--- src/rtl/loop_ctrl_fault_filter.sv ---
// Loop-control fault filter: four synchronized raw fault inputs,
// each debounced by a set/clear hysteresis FSM with event counting.
module loop_ctrl_fault_filter #(
   parameter int THRESH = 8,
   parameter int STICKY = 0
) (
   input  logic       clk,
   input  logic       rst,
   input  logic       CELV,
   input  logic       CELG,
   input  logic       SUB,
   input  logic       en,
   input  logic       clr,
   input  logic [3:0] raw_f,
   output logic       f0,
   output logic       f1,
   output logic       f2,
   output logic       f3,
   output logic       any_f,
   output logic [7:0] evt_cnt
);

   typedef enum logic [1:0] {
      S_CLR,
      S_PSET,
      S_SET,
      S_PCLR
   } state_t;

   localparam logic [3:0] TH  = 4'(THRESH);
   localparam bit         STK = (STICKY != 0);
   localparam bit         PASS = (THRESH == 1);

   logic [3:0] r_s1;
   logic [3:0] r_s2;
   state_t     r_state [4];
   logic [3:0] r_cnt   [4];
   logic [3:0] r_flag;
   logic       r_any;
   logic [7:0] r_evt;

   state_t     w_nstate [4];
   logic [3:0] w_ncnt   [4];
   logic [3:0] w_nflag;
   logic [3:0] w_rise;
   logic [2:0] w_nrise;
   logic [8:0] w_sum;
   logic       w_unused_pwr;

   // Power/substrate pins are physical only; fold them into a sink.
   assign w_unused_pwr = CELV ^ CELG ^ SUB;

   // Two-flop synchronizer on every raw fault bit.
   always_ff @(posedge clk or posedge rst) begin
      if (rst) begin
         r_s1 <= '0;
         r_s2 <= '0;
      end else begin
         r_s1 <= raw_f;
         r_s2 <= r_s1;
      end
   end

   // Per-channel hysteresis next-state and counter logic.
   always_comb begin
      for (int i = 0; i < 4; i++) begin
         w_nstate[i] = r_state[i];
         w_ncnt[i]   = r_cnt[i];
         if (clr) begin
            w_nstate[i] = S_CLR;
            w_ncnt[i]   = '0;
         end else if (en) begin
            unique case (r_state[i])
               S_CLR: begin
                  if (r_s2[i]) begin
                     if (PASS) begin
                        w_nstate[i] = S_SET;
                        w_ncnt[i]   = '0;
                     end else begin
                        w_nstate[i] = S_PSET;
                        w_ncnt[i]   = 4'd1;
                     end
                  end
               end
               S_PSET: begin
                  if (!r_s2[i]) begin
                     w_nstate[i] = S_CLR;
                     w_ncnt[i]   = '0;
                  end else if ((r_cnt[i] + 4'd1) == TH) begin
                     w_nstate[i] = S_SET;
                     w_ncnt[i]   = '0;
                  end else begin
                     w_ncnt[i]   = r_cnt[i] + 4'd1;
                  end
               end
               S_SET: begin
                  if (!r_s2[i] && !STK) begin
                     if (PASS) begin
                        w_nstate[i] = S_CLR;
                        w_ncnt[i]   = '0;
                     end else begin
                        w_nstate[i] = S_PCLR;
                        w_ncnt[i]   = 4'd1;
                     end
                  end
               end
               S_PCLR: begin
                  if (r_s2[i]) begin
                     w_nstate[i] = S_SET;
                     w_ncnt[i]   = '0;
                  end else if ((r_cnt[i] + 4'd1) == TH) begin
                     w_nstate[i] = S_CLR;
                     w_ncnt[i]   = '0;
                  end else begin
                     w_ncnt[i]   = r_cnt[i] + 4'd1;
                  end
               end
               default: begin
                  w_nstate[i] = S_CLR;
                  w_ncnt[i]   = '0;
               end
            endcase
         end
      end
   end

   // Flag is high in SET/PCLR; a rise is a 0->1 flag transition.
   always_comb begin
      w_nrise = '0;
      for (int i = 0; i < 4; i++) begin
         w_nflag[i] = (w_nstate[i] == S_SET) || (w_nstate[i] == S_PCLR);
         w_rise[i]  = w_nflag[i] & ~r_flag[i];
         w_nrise    = w_nrise + {2'b00, w_rise[i]};
      end
      w_sum = {1'b0, r_evt} + {6'd0, w_nrise};
   end

   // Channel FSM state, counters and registered flags.
   always_ff @(posedge clk or posedge rst) begin
      if (rst) begin
         for (int i = 0; i < 4; i++) begin
            r_state[i] <= S_CLR;
            r_cnt[i]   <= '0;
         end
         r_flag <= '0;
      end else begin
         for (int i = 0; i < 4; i++) begin
            r_state[i] <= w_nstate[i];
            r_cnt[i]   <= w_ncnt[i];
         end
         r_flag <= w_nflag;
      end
   end

   // Status OR lags the flags by one cycle; event count saturates.
   always_ff @(posedge clk or posedge rst) begin
      if (rst) begin
         r_any <= 1'b0;
         r_evt <= '0;
      end else if (clr) begin
         r_any <= 1'b0;
         r_evt <= '0;
      end else begin
         r_any <= |r_flag;
         r_evt <= w_sum[8] ? 8'hFF : w_sum[7:0];
      end
   end

   assign f0      = r_flag[0];
   assign f1      = r_flag[1];
   assign f2      = r_flag[2];
   assign f3      = r_flag[3];
   assign any_f   = r_any;
   assign evt_cnt = r_evt;

endmodule

--- config.mk ---
export PLATFORM = sky130hd
export DESIGN_NAME = loop_ctrl_fault_filter
export DESIGN_NICKNAME = d
export VERILOG_FILES = /design/src/rtl/loop_ctrl_fault_filter.sv
export SDC_FILE = /design/constraint.sdc
export NUM_CORES = 1
export LEC_CHECK = 0
export CORE_MARGIN = 5
export CORE_UTILIZATION = 35
export CTS_BUF_LIST = sky130_fd_sc_hd__clkbuf_8 sky130_fd_sc_hd__clkbuf_16
export CTS_CLUSTER_DIAMETER = 40
export CTS_CLUSTER_SIZE = 24
export DETAILED_ROUTE_END_ITERATION = 6
export HOLD_SLACK_MARGIN = 0.03
export RECOVER_POWER = 100
export SETUP_SLACK_MARGIN = 0.1
export SLEW_MARGIN = 20
export SYNTH_ARGS = -nofsm -noshare
export SYNTH_HDL_FRONTEND = slang
export SYNTH_SLANG_ARGS = --single-unit
--- constraint.sdc ---
create_clock -name clk -period 9.2 [get_ports clk]
set_input_delay 1.84 -clock clk [delete_from_list [all_inputs] [get_ports clk]]
set_output_delay 1.84 -clock clk [all_outputs]
set_load 0.02 [all_outputs]
# Yosys cells after proc, flatten, opt, wreduce, memory -nomap -nowiden
# Index checks and enable logic that the tools add are counted.
# classes
bitwise	8
eq_ne	32
reduce_logical	14
add_sub_neg	8
muxes	71
# ops
cell	n
4-bit 2-to-1 mux	28
2-bit 2-to-1 mux	32
4-bit case mux with 4 select lines	4
2-bit equality test, second input constant	16
2-bit case mux with 4 select lines	4
3-bit inequality test, second input constant	8
4-bit by 1-bit adder with 4-bit output, second input constant	4
4-bit equality test, second input constant	4
8-bit 2-to-1 mux	2
3-bit AND reduction	4
8-bit by 3-bit adder with 9-bit output	1
2-bit by 1-bit equality test with 1-bit output, second input constant	4
2-bit zero test	4
1-bit AND	4
1-bit logical OR	4
1-bit inverter	4
4-bit OR reduction	1
2-bit by 1-bit adder with 3-bit output	1
3-bit by 1-bit adder with 3-bit output	1
1-bit by 1-bit adder with 2-bit output	1
2-bit nonzero test	1
1-bit 2-to-1 mux	1
# word_totals
register_bits	45
in_bits	11

# Longest topological paths before layout
# Gate-level depths: netlist of the first run.
# depth
depth_word	16
depth_mapped	14
ltp_nobuf	13

# Worst setup path after synthesis of the first run
# No wires, ideal clock.
# synth_timing
path_kind	input -> register
from	in clr
to	reg r_evt[6] (netlist: evt_cnt[6])
stages	13
path_slack_ps	4453
t_required_ps	9068
n_path_buf	1
arrival_time_ps	4615
path_cell_list	buf_2 -> inv_1 -> nand2_1 -> or4b_1 -> o31a_1 -> fa_1 -> inv_1 -> fa_1 -> fa_1 -> and3_1 -> nand3_1 -> mux2i_1 -> nor2_1
# synth_between
elab_chain_len	10
# synth_lines
element	line	rtl
start: declaration	13	input logic clr,
2-bit 2-to-1 mux	69	if (clr) begin
2-bit equality test	131	w_nflag[i] = (w_nstate[i] == S_SET) || (w_nstate[i] == S_PCLR);
1-bit logical OR	131	
1-bit AND	132	w_rise[i] = w_nflag[i] & ~r_flag[i];
1-bit by 1-bit adder with 2-bit output	133	w_nrise = w_nrise + {2'b00, w_rise[i]};
2-bit by 1-bit adder with 3-bit output	133	
3-bit by 1-bit adder with 3-bit output	133	
8-bit by 3-bit adder with 9-bit output	135	w_sum = {1'b0, r_evt} + {6'd0, w_nrise};
8-bit 2-to-1 mux	165	r_evt <= w_sum[8] ? 8'hFF : w_sum[7:0];
8-bit 2-to-1 mux *	160	end else if (clr) begin
end signal: assignment	165	
end: declaration	40	logic [7:0] r_evt;
# Mark *: on every way between the ends. The rest lies on a longest branch, timed or not.
# A chain may end at the register's enable or synchronous reset.

# Worst setup path after layout of the first run
# Ends and elaborated chain as after synthesis.

==> flow_summary.html, run 1 <==
<table>
<tr><th>Metric</th><th>Value</th></tr>
<tr><th colspan="2">Clock tree</th></tr>
<tr><td>Post-CTS Setup Bufs</td><td>0</td></tr>
<tr><td>Number of sinks driven by the clock tree</td><td>45</td></tr>
<tr><td>CTS root buffer</td><td>sky130_fd_sc_hd__clkbuf_8</td></tr>
<tr><td>Reg clk slew, reported paths</td><td>0.09 ns</td></tr>
<tr><td>Number of resized instances in the post-cts repair step</td><td>0</td></tr>
<tr><td>Hold-fix buffer count after cts</td><td>0</td></tr>
<tr><td>Clock buffer count from CTS</td><td>5</td></tr>
<tr><td>Max Buffers Root-to-Sink</td><td>2</td></tr>
<tr><td>H-tree depth</td><td>2</td></tr>
<tr><td>CTS tree</td><td>built</td></tr>
<tr><td>Clk Latency, worst-skew pair</td><td>0.29 ns</td></tr>
<tr><th colspan="2">Power and ir drop</th></tr>
<tr><td>Relative contribution of sequential cells to total power</td><td>0.599</td></tr>
<tr><td>Power density of the placed cells</td><td>122.5 mW/mm²</td></tr>
<tr><td>Share of total power in the clock network</td><td>0.338</td></tr>
<tr><td>Pleak</td><td>between 1 and 1.5 nW</td></tr>
<tr><td>Overall power</td><td>0.3449 mW</td></tr>
<tr><td>Internal Pwr Total</td><td>0.2610 mW</td></tr>
<tr><td>Sw power</td><td>about 0.084 mW</td></tr>
<tr><td>Comb pwr share</td><td>0.064</td></tr>
<tr><td>Maximum resistive drop on vdd</td><td>0.07031 mV</td></tr>
<tr><td>Switching Share</td><td>0.2432</td></tr>
<tr><th colspan="2">Floorplan</th></tr>
<tr><td>DIE AREA</td><td>between 0.008 and 0.009 mm²</td></tr>
<tr><td>Horizontal die dimension</td><td>93.79 µm</td></tr>
<tr><td>Placement row count</td><td>30</td></tr>
<tr><td>Height of the die</td><td>approximately 94 µm</td></tr>
<tr><td>Effective utilization at floorplan</td><td>0.3597</td></tr>
<tr><td>Number of top-level pins</td><td>24</td></tr>
<tr><td>Core Footprint</td><td>0.006832 mm²</td></tr>
<tr><th colspan="2">Finish</th></tr>
<tr><td>Area growth from synthesis to layout</td><td>14.61%</td></tr>
<tr><td>Number of fill cells</td><td>704</td></tr>
<tr><td>Antenna diode count</td><td>0</td></tr>
<tr><td>Register area</td><td>0.001126 mm²</td></tr>
<tr><td>Final-stage net count</td><td>282</td></tr>
<tr><td>Leading cell types in the layout, fill and taps excluded</td><td>sky130_fd_sc_hd__dfrtp_1, sky130_fd_sc_hd__nand2_1, sky130_fd_sc_hd__nor2_1</td></tr>
<tr><td>Most common cell after layout, fill and taps aside</td><td>sky130_fd_sc_hd__dfrtp_1</td></tr>
<tr><td>Share of final-layout standard cells stronger than drive strength 1</td><td>0.05747</td></tr>
<tr><td>Multi-input combinational cell area</td><td>0.001230 mm²</td></tr>
<tr><th colspan="2">Synthesis</th></tr>
<tr><td>Mean cell area of the mapped netlist</td><td>10.33 µm²</td></tr>
<tr><td>Distinct cells, synth</td><td>60</td></tr>
<tr><td>Most area-consuming cells after synthesis</td><td>sky130_fd_sc_hd__dfrtp_1, sky130_fd_sc_hd__mux2i_1, sky130_fd_sc_hd__ha_1</td></tr>
<tr><td>Sequential element share of the synthesized area</td><td>0.4582</td></tr>
<tr><td>Synthesis warning total</td><td>0</td></tr>
<tr><td>Proportion of register bits with asynchronous set or reset after synthesis</td><td>1.000</td></tr>
<tr><td>Cell count after synthesis</td><td>238</td></tr>
<tr><td>Total of flip-flops plus latches after synthesis</td><td>45</td></tr>
<tr><td>Post-synth top area share</td><td>0.4582</td></tr>
<tr><td>Yosys top cell by area</td><td>sky130_fd_sc_hd__dfrtp_1</td></tr>
<tr><td>Post-Syn Area</td><td>roughly 0.0025 mm²</td></tr>
<tr><td>Number of enable-type register cells in the synthesized netlist</td><td>0</td></tr>
<tr><td>Syn_nets</td><td>260</td></tr>
<tr><td>Most used flip-flop cell after synthesis</td><td>sky130_fd_sc_hd__dfrtp_1</td></tr>
<tr><th colspan="2">Worst setup path</th></tr>
<tr><td>CP dominant cell by count</td><td>sky130_fd_sc_hd__fa_1</td></tr>
<tr><td>Cell type of the slowest stage on the worst timing path</td><td>sky130_fd_sc_hd__dlygate4sd3_1</td></tr>
<tr><td>Critical path, cell by cell</td><td>dlygate4sd3_1 &gt; clkbuf_1 &gt; inv_1 &gt; nand2_1 &gt; or4b_1 &gt; o31a_1 &gt; fa_1 &gt; inv_1 &gt; fa_1 &gt; fa_1 &gt; and3_1 &gt; nand3_1 &gt; mux2i_1 &gt; nor2_1</td></tr>
<tr><td>WP data required</td><td>9.33 ns</td></tr>
<tr><td>Arrival time at the worst endpoint</td><td>6.15 ns</td></tr>
<tr><td>Category of the worst setup path capture point</td><td>flip-flop</td></tr>
<tr><td>Element type at the critical path start</td><td>primary input</td></tr>
<tr><td>Crit path kind</td><td>primary input to flip-flop</td></tr>
<tr><td>Max stage delay on crit path</td><td>0.54 ns</td></tr>
<tr><td>Worst-path fanout max</td><td>27</td></tr>
<tr><th colspan="2">Worst hold path</th></tr>
<tr><td>Type of the tightest min-delay check</td><td>flip-flop to flip-flop</td></tr>
<tr><th colspan="2">Timing</th></tr>
<tr><td>Max-slew headroom</td><td>-0.1493</td></tr>
<tr><td>Final hold violation count</td><td>0</td></tr>
<tr><td>Setup tns final</td><td>0 ns</td></tr>
<tr><td>Slew at the pin closest to its max-slew limit</td><td>1.722 ns</td></tr>
<tr><td>Setup repair after global routing missed its margin</td><td>false</td></tr>
<tr><td>Share of the cycle needed by the critical path after routing</td><td>0.6547</td></tr>
<tr><td>Final setup vio count</td><td>0</td></tr>
<tr><td>Number of max-slew violations in the final report</td><td>46</td></tr>
<tr><td>Final worst path period need</td><td>6.023 ns</td></tr>
<tr><td>Final clock skew</td><td>between 0.007 and 0.008 ns</td></tr>
<tr><td>Fmax</td><td>between 150 and 200 MHz</td></tr>
<tr><th colspan="2">Status</th></tr>
<tr><td>Status</td><td>finished with violations</td></tr>
<tr><td>Violated checks</td><td>capacitance limit, slew limit</td></tr>
<tr><th colspan="2">GRT</th></tr>
<tr><td>Vias in the first global route</td><td>1735</td></tr>
<tr><td>Aggregate global routing overflow</td><td>0</td></tr>
<tr><td>All-Layer GR Usage</td><td>0.1103</td></tr>
<tr><td>Number of antenna violations at the first check in global routing</td><td>0</td></tr>
<tr><td>Largest net degree at the start of global routing</td><td>46</td></tr>
<tr><td>First-pass GRT wire length</td><td>between 7000 and 8000 µm</td></tr>
<tr><th colspan="2">Placed design</th></tr>
<tr><td>Detail Placement HPWL</td><td>around 3300 µm</td></tr>
<tr><td>GPL Wtd Cong</td><td>0.7705</td></tr>
<tr><td>Input/output buffers</td><td>20</td></tr>
<tr><th colspan="2">Routing</th></tr>
<tr><td>DRC marker count from the first detailed-route iteration</td><td>62</td></tr>
<tr><td>Antenna viol nets, final</td><td>0</td></tr>
<tr><td>Number of vias per cell</td><td>slightly below 5</td></tr>
<tr><td>Total Wirelength</td><td>4510 µm</td></tr>
<tr><td>Wire length per cell</td><td>12.63 µm</td></tr>
<tr><td>Number of design rule violations left after detail routing</td><td>0</td></tr>
<tr><td>Via count of the routed design</td><td>1765</td></tr>
<tr><td>Number of detailed-routing iterations run before antenna repair</td><td>4</td></tr>
<tr><th colspan="2">Run</th></tr>
<tr><td>Max Cap Viol</td><td>1</td></tr>
</table>
-- final timing paths --
| kind | from | endpoint | slack [ns] | cells after the start |
|---|---|---|---|---|
| max | clr | evt_cnt[6] | 3.18 | 14 |
| min | r_s1[3] | r_s2[3] | 0.35 | 0 |
| max reg2reg | r_cnt[4] | evt_cnt[6] | 5.51 | 13 |
| min reg2reg | r_s1[3] | r_s2[3] | 0.35 | 0 |
| max in group asynchronous | rst | r_cnt[11] | 5.67 | 2 |
| min in group asynchronous | rst | r_cnt[13] | 2.52 | 2 |
-- final cells by class --
type / count / share of cell area
tap: 96 / 0.04265
clock inverter: 3 / 0.005331
inverter: 12 / 0.01599
multi-input combinational: 174 / 0.4367
sequential: 45 / 0.3998
timing repair buffer: 22 / 0.07508
clock buffer: 5 / 0.02443
-- critical path: cells and delay by family --
family | cells | cell delay, ns
buffers and inverters | 4 | 1.58
adders and majority gates | 3 | 1.37
and+or+nand+nor | 5 | 1.05
muxes | 1 | 0.18
AOI/OAI and AO/OA | 1 | 0.13
-- flip-flops by register name, indices dropped and copies added, names as in the netlist --
| signal | cells |
|---|---|
| any_f | 1 |
| r_cnt | 16 |
| evt_cnt | 8 |
| r_state | 8 |
| r_s1 | 4 |
| r_s2 | 4 |
| r_flag | 4 |
-- cell families after synthesis --
family,count (synthesis),share of synthesized area
simple gates,91,0.1945
compound gates,46,0.1507
flops,45,0.4582
buf+inv,19,0.03105
xor+xnor,13,0.04633
mux,13,0.05397
fa+ha+maj,11,0.06518
-- routing by layer --
| metal | track usage | wire [µm] | vias up |
|---|---|---|---|
| li1 | - | - | 892 |
| met1 | 0.1462 | 2238 | 845 |
| met2 | 0.1798 | 2097 | 24 |
| met3 | 0.02484 | 131 | 4 |
| met4 | 0.03249 | 42 | 0 |
| met5 | 0 | 0 | - |
-- cells in the mapped netlist, types with 4 or more instances --
| library cell | instances |
|---|---|
| sky130_fd_sc_hd__a21oi_1 | 13 |
| sky130_fd_sc_hd__xnor2_1 | 9 |
| sky130_fd_sc_hd__nand2_1 | 24 |
| sky130_fd_sc_hd__nor2_1 | 20 |
| sky130_fd_sc_hd__inv_1 | 11 |
| sky130_fd_sc_hd__nor3_1 | 6 |
| sky130_fd_sc_hd__clkbuf_1 | 4 |
| sky130_fd_sc_hd__nand3_1 | 10 |
| sky130_fd_sc_hd__xor2_1 | 4 |
| sky130_fd_sc_hd__nand2b_1 | 5 |
| sky130_fd_sc_hd__ha_1 | 8 |
| sky130_fd_sc_hd__dfrtp_1 | 45 |
| sky130_fd_sc_hd__mux2i_1 | 11 |
-- power by group through the flow --
stage | Sequential (mW) | Clock [mW] | Combinational [mW]
after floorplan | 0.209 | 0 | 0.0165
after global placement | 0.210 | 0 | 0.0234
after detailed placement | 0.210 | 0 | 0.0238
after CTS | 0.206 | 0.122 | 0.0238
after global routing | 0.207 | 0.130 | 0.0258
final | 0.206 | 0.116 | 0.0220
-- through the flow --
stage          hold slack, ns    util  instances  area, µm²  worst slack [ns]
6_report               0.3486  0.4123        357       2816             3.177
5_1_grt                0.3503  0.4123        357       2816             2.835
4_1_cts                0.3515  0.4165        357       2845             3.785
3_5_place_dp           0.3364  0.4042        349       2761             3.472
3_3_place_gp           0.3325  0.4042        349       2761             3.496
2_1_floorplan          0.3312       -        238       2457             4.453
(Power assumes the default switching activity.)
==> run 2: changes to the inputs <==
- clock period: 9.2 -> 5.5 ns (I/O delays scaled with it)
==> run 2 against run 1 <==
Net effect:
- the flow still finishes with violations (capacitance limit, slew limit)
- register-to-register slack worse by 3.8 ns
- die area stayed put
- hold slack worse by 0.0043 ns
- critical path depth shrank 1
- global-route usage is 0.056 points higher
- count of clock-buffer cells in the layout did not move
- wire length grew 0.22%
==> flow_summary.html, run 2 (synthesized netlist as in run 1, its figures left out) <==
<table>
<tr><th>Metric</th><th>Value</th></tr>
<tr><th colspan="2">Finish</th></tr>
<tr><td>Leading cell types in the layout, fill and taps excluded</td><td>sky130_fd_sc_hd__dfrtp_1, sky130_fd_sc_hd__nand2_1, sky130_fd_sc_hd__nor2_1, sky130_fd_sc_hd__dlygate4sd3_1, sky130_fd_sc_hd__a21oi_1</td></tr>
<tr><td>Core Util, Final</td><td>0.4108 (-0.001465)</td></tr>
<tr><td>Flip-flop count of the largest register after layout</td><td>16 (unchanged)</td></tr>
<tr><td>Most common cell after layout, fill and taps aside</td><td>sky130_fd_sc_hd__dfrtp_1</td></tr>
<tr><td>Area growth from synthesis to layout</td><td>14.21%</td></tr>
<tr><td>Final-stage net count</td><td>283 (+0.35%)</td></tr>
<tr><td>Share of final-layout standard cells stronger than drive strength 1</td><td>0.04215 (-0.01533)</td></tr>
<tr><td>Post-route standard cell area excluding fillers</td><td>0.002806 mm² (-0.36%)</td></tr>
<tr><td>Number of fill cells</td><td>707 (+0.43%)</td></tr>
<tr><td>Number of standard cells in the layout, taps in and fillers out</td><td>357 (unchanged)</td></tr>
<tr><td>Antenna diode count</td><td>0 (unchanged)</td></tr>
<tr><td>Top register by number of flip-flops</td><td>r_cnt</td></tr>
<tr><th colspan="2">Power and ir drop</th></tr>
<tr><td>Maximum resistive drop on vdd</td><td>0.1876 mV (+170%)</td></tr>
<tr><td>Overall power</td><td>0.6222 mW (+80%)</td></tr>
<tr><td>Switching Share</td><td>0.2253 (-0.01784)</td></tr>
<tr><td>Sw power</td><td>0.1402 mW (+67%)</td></tr>
<tr><td>Relative contribution of sequential cells to total power</td><td>0.555 (-0.044)</td></tr>
<tr><td>Pleak</td><td>1.282 nW (+0.25%)</td></tr>
<tr><td>Internal Pwr Total</td><td>0.4820 mW (+85%)</td></tr>
<tr><td>Power density of the placed cells</td><td>221.7 mW/mm² (+81%)</td></tr>
<tr><td>Comb pwr share</td><td>0.058 (-0.006)</td></tr>
<tr><td>Share of total power in the clock network</td><td>0.387 (+0.049)</td></tr>
<tr><th colspan="2">GRT</th></tr>
<tr><td>First-pass GRT wire length</td><td>7707 µm (-2.1%)</td></tr>
<tr><td>All-Layer GR Usage</td><td>0.1109 (+0.0005646)</td></tr>
<tr><td>Vias in the first global route</td><td>1684 (-2.9%)</td></tr>
<tr><td>Aggregate global routing overflow</td><td>0 (unchanged)</td></tr>
<tr><td>Largest net degree at the start of global routing</td><td>46 (unchanged)</td></tr>
<tr><td>Number of antenna violations at the first check in global routing</td><td>0 (unchanged)</td></tr>
<tr><th colspan="2">Floorplan</th></tr>
<tr><td>Effective utilization at floorplan</td><td>0.3597 (unchanged)</td></tr>
<tr><td>DIE AREA</td><td>0.008797 mm² (unchanged)</td></tr>
<tr><td>Number of top-level pins</td><td>24 (unchanged)</td></tr>
<tr><td>Core Footprint</td><td>0.006832 mm² (unchanged)</td></tr>
<tr><td>Placement row count</td><td>30 (unchanged)</td></tr>
<tr><td>Height of the die</td><td>93.79 µm (unchanged)</td></tr>
<tr><td>Horizontal die dimension</td><td>93.79 µm (unchanged)</td></tr>
<tr><th colspan="2">Timing</th></tr>
<tr><td>Final setup vio count</td><td>0 (unchanged)</td></tr>
<tr><td>Final hold violation count</td><td>0 (unchanged)</td></tr>
<tr><td>Number of max-slew violations in the final report</td><td>46 (unchanged)</td></tr>
<tr><td>Max-slew headroom</td><td>-0.1328 (+0.01647)</td></tr>
<tr><td>Share of the cycle needed by the critical path after routing</td><td>0.8370</td></tr>
<tr><td>Fmax</td><td>between 200 and 250 MHz</td></tr>
<tr><td>Setup repair after global routing missed its margin</td><td>false</td></tr>
<tr><td>Setup tns final</td><td>0 ns (unchanged)</td></tr>
<tr><td>Final worst path period need</td><td>4.603 ns</td></tr>
<tr><td>Hold Slack</td><td>0.3442 ns (-0.004334 ns)</td></tr>
<tr><td>Final clock skew</td><td>0.01134 ns (+0.003761 ns)</td></tr>
<tr><td>Slew at the pin closest to its max-slew limit</td><td>1.697 ns (-0.02469 ns)</td></tr>
<tr><td>Worst setup margin</td><td>0.8968 ns (-2.280 ns)</td></tr>
<tr><th colspan="2">Status</th></tr>
<tr><td>Violated checks</td><td>capacitance limit, slew limit</td></tr>
<tr><td>Status</td><td>finished with violations</td></tr>
<tr><th colspan="2">Clock tree</th></tr>
<tr><td>Reg clk slew, reported paths</td><td>0.09 ns (about the same)</td></tr>
<tr><td>Number of sinks driven by the clock tree</td><td>45 (unchanged)</td></tr>
<tr><td>Clk Latency, worst-skew pair</td><td>0.29 ns (about the same)</td></tr>
<tr><td>Number of resized instances in the post-cts repair step</td><td>0 (unchanged)</td></tr>
<tr><td>Hold-fix buffer count after cts</td><td>0 (unchanged)</td></tr>
<tr><td>CTS tree</td><td>built</td></tr>
<tr><td>Clock buffer count from CTS</td><td>5 (unchanged)</td></tr>
<tr><td>CTS root buffer</td><td>sky130_fd_sc_hd__clkbuf_8</td></tr>
<tr><td>H-tree depth</td><td>2 (unchanged)</td></tr>
<tr><td>Post-CTS Setup Bufs</td><td>0 (unchanged)</td></tr>
<tr><td>Max Buffers Root-to-Sink</td><td>2 (unchanged)</td></tr>
<tr><th colspan="2">Routing</th></tr>
<tr><td>Total Wirelength</td><td>4520 µm (+0.22%)</td></tr>
<tr><td>Antenna viol nets, final</td><td>0 (unchanged)</td></tr>
<tr><td>Number of detailed-routing iterations run before antenna repair</td><td>4 (unchanged)</td></tr>
<tr><td>Number of design rule violations left after detail routing</td><td>0 (unchanged)</td></tr>
<tr><td>Via count of the routed design</td><td>1777 (+0.68%)</td></tr>
<tr><td>Number of vias per cell</td><td>4.978 (+0.68%)</td></tr>
<tr><td>DRC marker count from the first detailed-route iteration</td><td>62 (unchanged)</td></tr>
<tr><td>Wire length per cell</td><td>12.66 µm (+0.22%)</td></tr>
<tr><th colspan="2">Worst setup path</th></tr>
<tr><td>Arrival time at the worst endpoint</td><td>4.74 ns (-1.41 ns)</td></tr>
<tr><td>Crit path kind</td><td>primary input to flip-flop</td></tr>
<tr><td>Worst-path fanout max</td><td>11 (-59%)</td></tr>
<tr><td>Element type at the critical path start</td><td>primary input</td></tr>
<tr><td>Category of the worst setup path capture point</td><td>flip-flop</td></tr>
<tr><td>Setup slack on the worst flop-to-flop path</td><td>1.73 ns (-3.78 ns)</td></tr>
<tr><td>WP data required</td><td>5.63 ns (-3.70 ns)</td></tr>
<tr><th colspan="2">Placed design</th></tr>
<tr><td>Detail Placement HPWL</td><td>3206 µm (-1.5%)</td></tr>
<tr><td>Input/output buffers</td><td>20 (unchanged)</td></tr>
<tr><td>Dpl ws</td><td>0.7229 ns (-2.749 ns)</td></tr>
<tr><td>GPL Wtd Cong</td><td>0.7927 (+2.9%)</td></tr>
<tr><td>Placed instance count</td><td>350 (+0.29%)</td></tr>
<tr><td>Dpl cell area</td><td>0.002769 mm² (+0.27%)</td></tr>
<tr><th colspan="2">Worst hold path</th></tr>
<tr><td>Type of the tightest min-delay check</td><td>flip-flop to flip-flop</td></tr>
<tr><th colspan="2">Run</th></tr>
<tr><td>Max Cap Viol</td><td>1 (unchanged)</td></tr>
</table>
-- run 2: area by class of cell --
class                           instances  area (µm²)  share of cell area
Tap cell                               96       120.1             0.04280
Inverter                               12       45.04             0.01605
Sequential cell                        45        1126              0.4012
Multi-Input combinational cell        174        1200              0.4276
Clock inverter                          2       35.03             0.01248
Timing Repair Buffer                   23       211.5             0.07535
Clock buffer                            5       68.82             0.02452
-- run 2: critical path, cell delays in order --
cell	delay, ns
sky130_fd_sc_hd__dlygate4sd3_1	0.57
sky130_fd_sc_hd__inv_1	0.29
sky130_fd_sc_hd__nand2_1	0.14
sky130_fd_sc_hd__or4b_1	0.51
sky130_fd_sc_hd__o31a_1	0.13
sky130_fd_sc_hd__fa_1	0.51
sky130_fd_sc_hd__inv_1	0.06
sky130_fd_sc_hd__fa_1	0.45
sky130_fd_sc_hd__fa_1	0.40
sky130_fd_sc_hd__and3_1	0.21
sky130_fd_sc_hd__nand3_1	0.11
sky130_fd_sc_hd__mux2i_1	0.20
sky130_fd_sc_hd__nor2_1	0.05
-- run 2: worst paths after layout --
path / end / cells after the start / from
max: evt_cnt[6] / 13 / clr
min: r_s2[1] / 0 / r_s1[1]
max reg2reg: evt_cnt[6] / 13 / r_cnt[4]
min reg2reg: r_s2[1] / 0 / r_s1[1]
max in group asynchronous: r_s1[1] / 2 / rst
min in group asynchronous: r_cnt[14] / 2 / rst
-- run 2: power by group through the flow --
stage / logic (mW) / clock network (mW) / registers, mW
2_1_floorplan: 0.0276 / 0 / 0.350
5_1_grt: 0.0420 / 0.269 / 0.346
6_report: 0.0362 / 0.241 / 0.345
3_5_place_dp: 0.0401 / 0 / 0.352
3_3_place_gp: 0.0398 / 0 / 0.352
4_1_cts: 0.0401 / 0.251 / 0.345
-- run 2: metal layers --
metal / track usage / up-vias / share of wire
li1: - / 902 / -
met1: 0.1461 / 844 / 0.50
met2: 0.1715 / 27 / 0.45
met3: 0.02885 / 4 / 0.035
met4: 0.04693 / 0 / 0.015
met5: 0 / - / 0
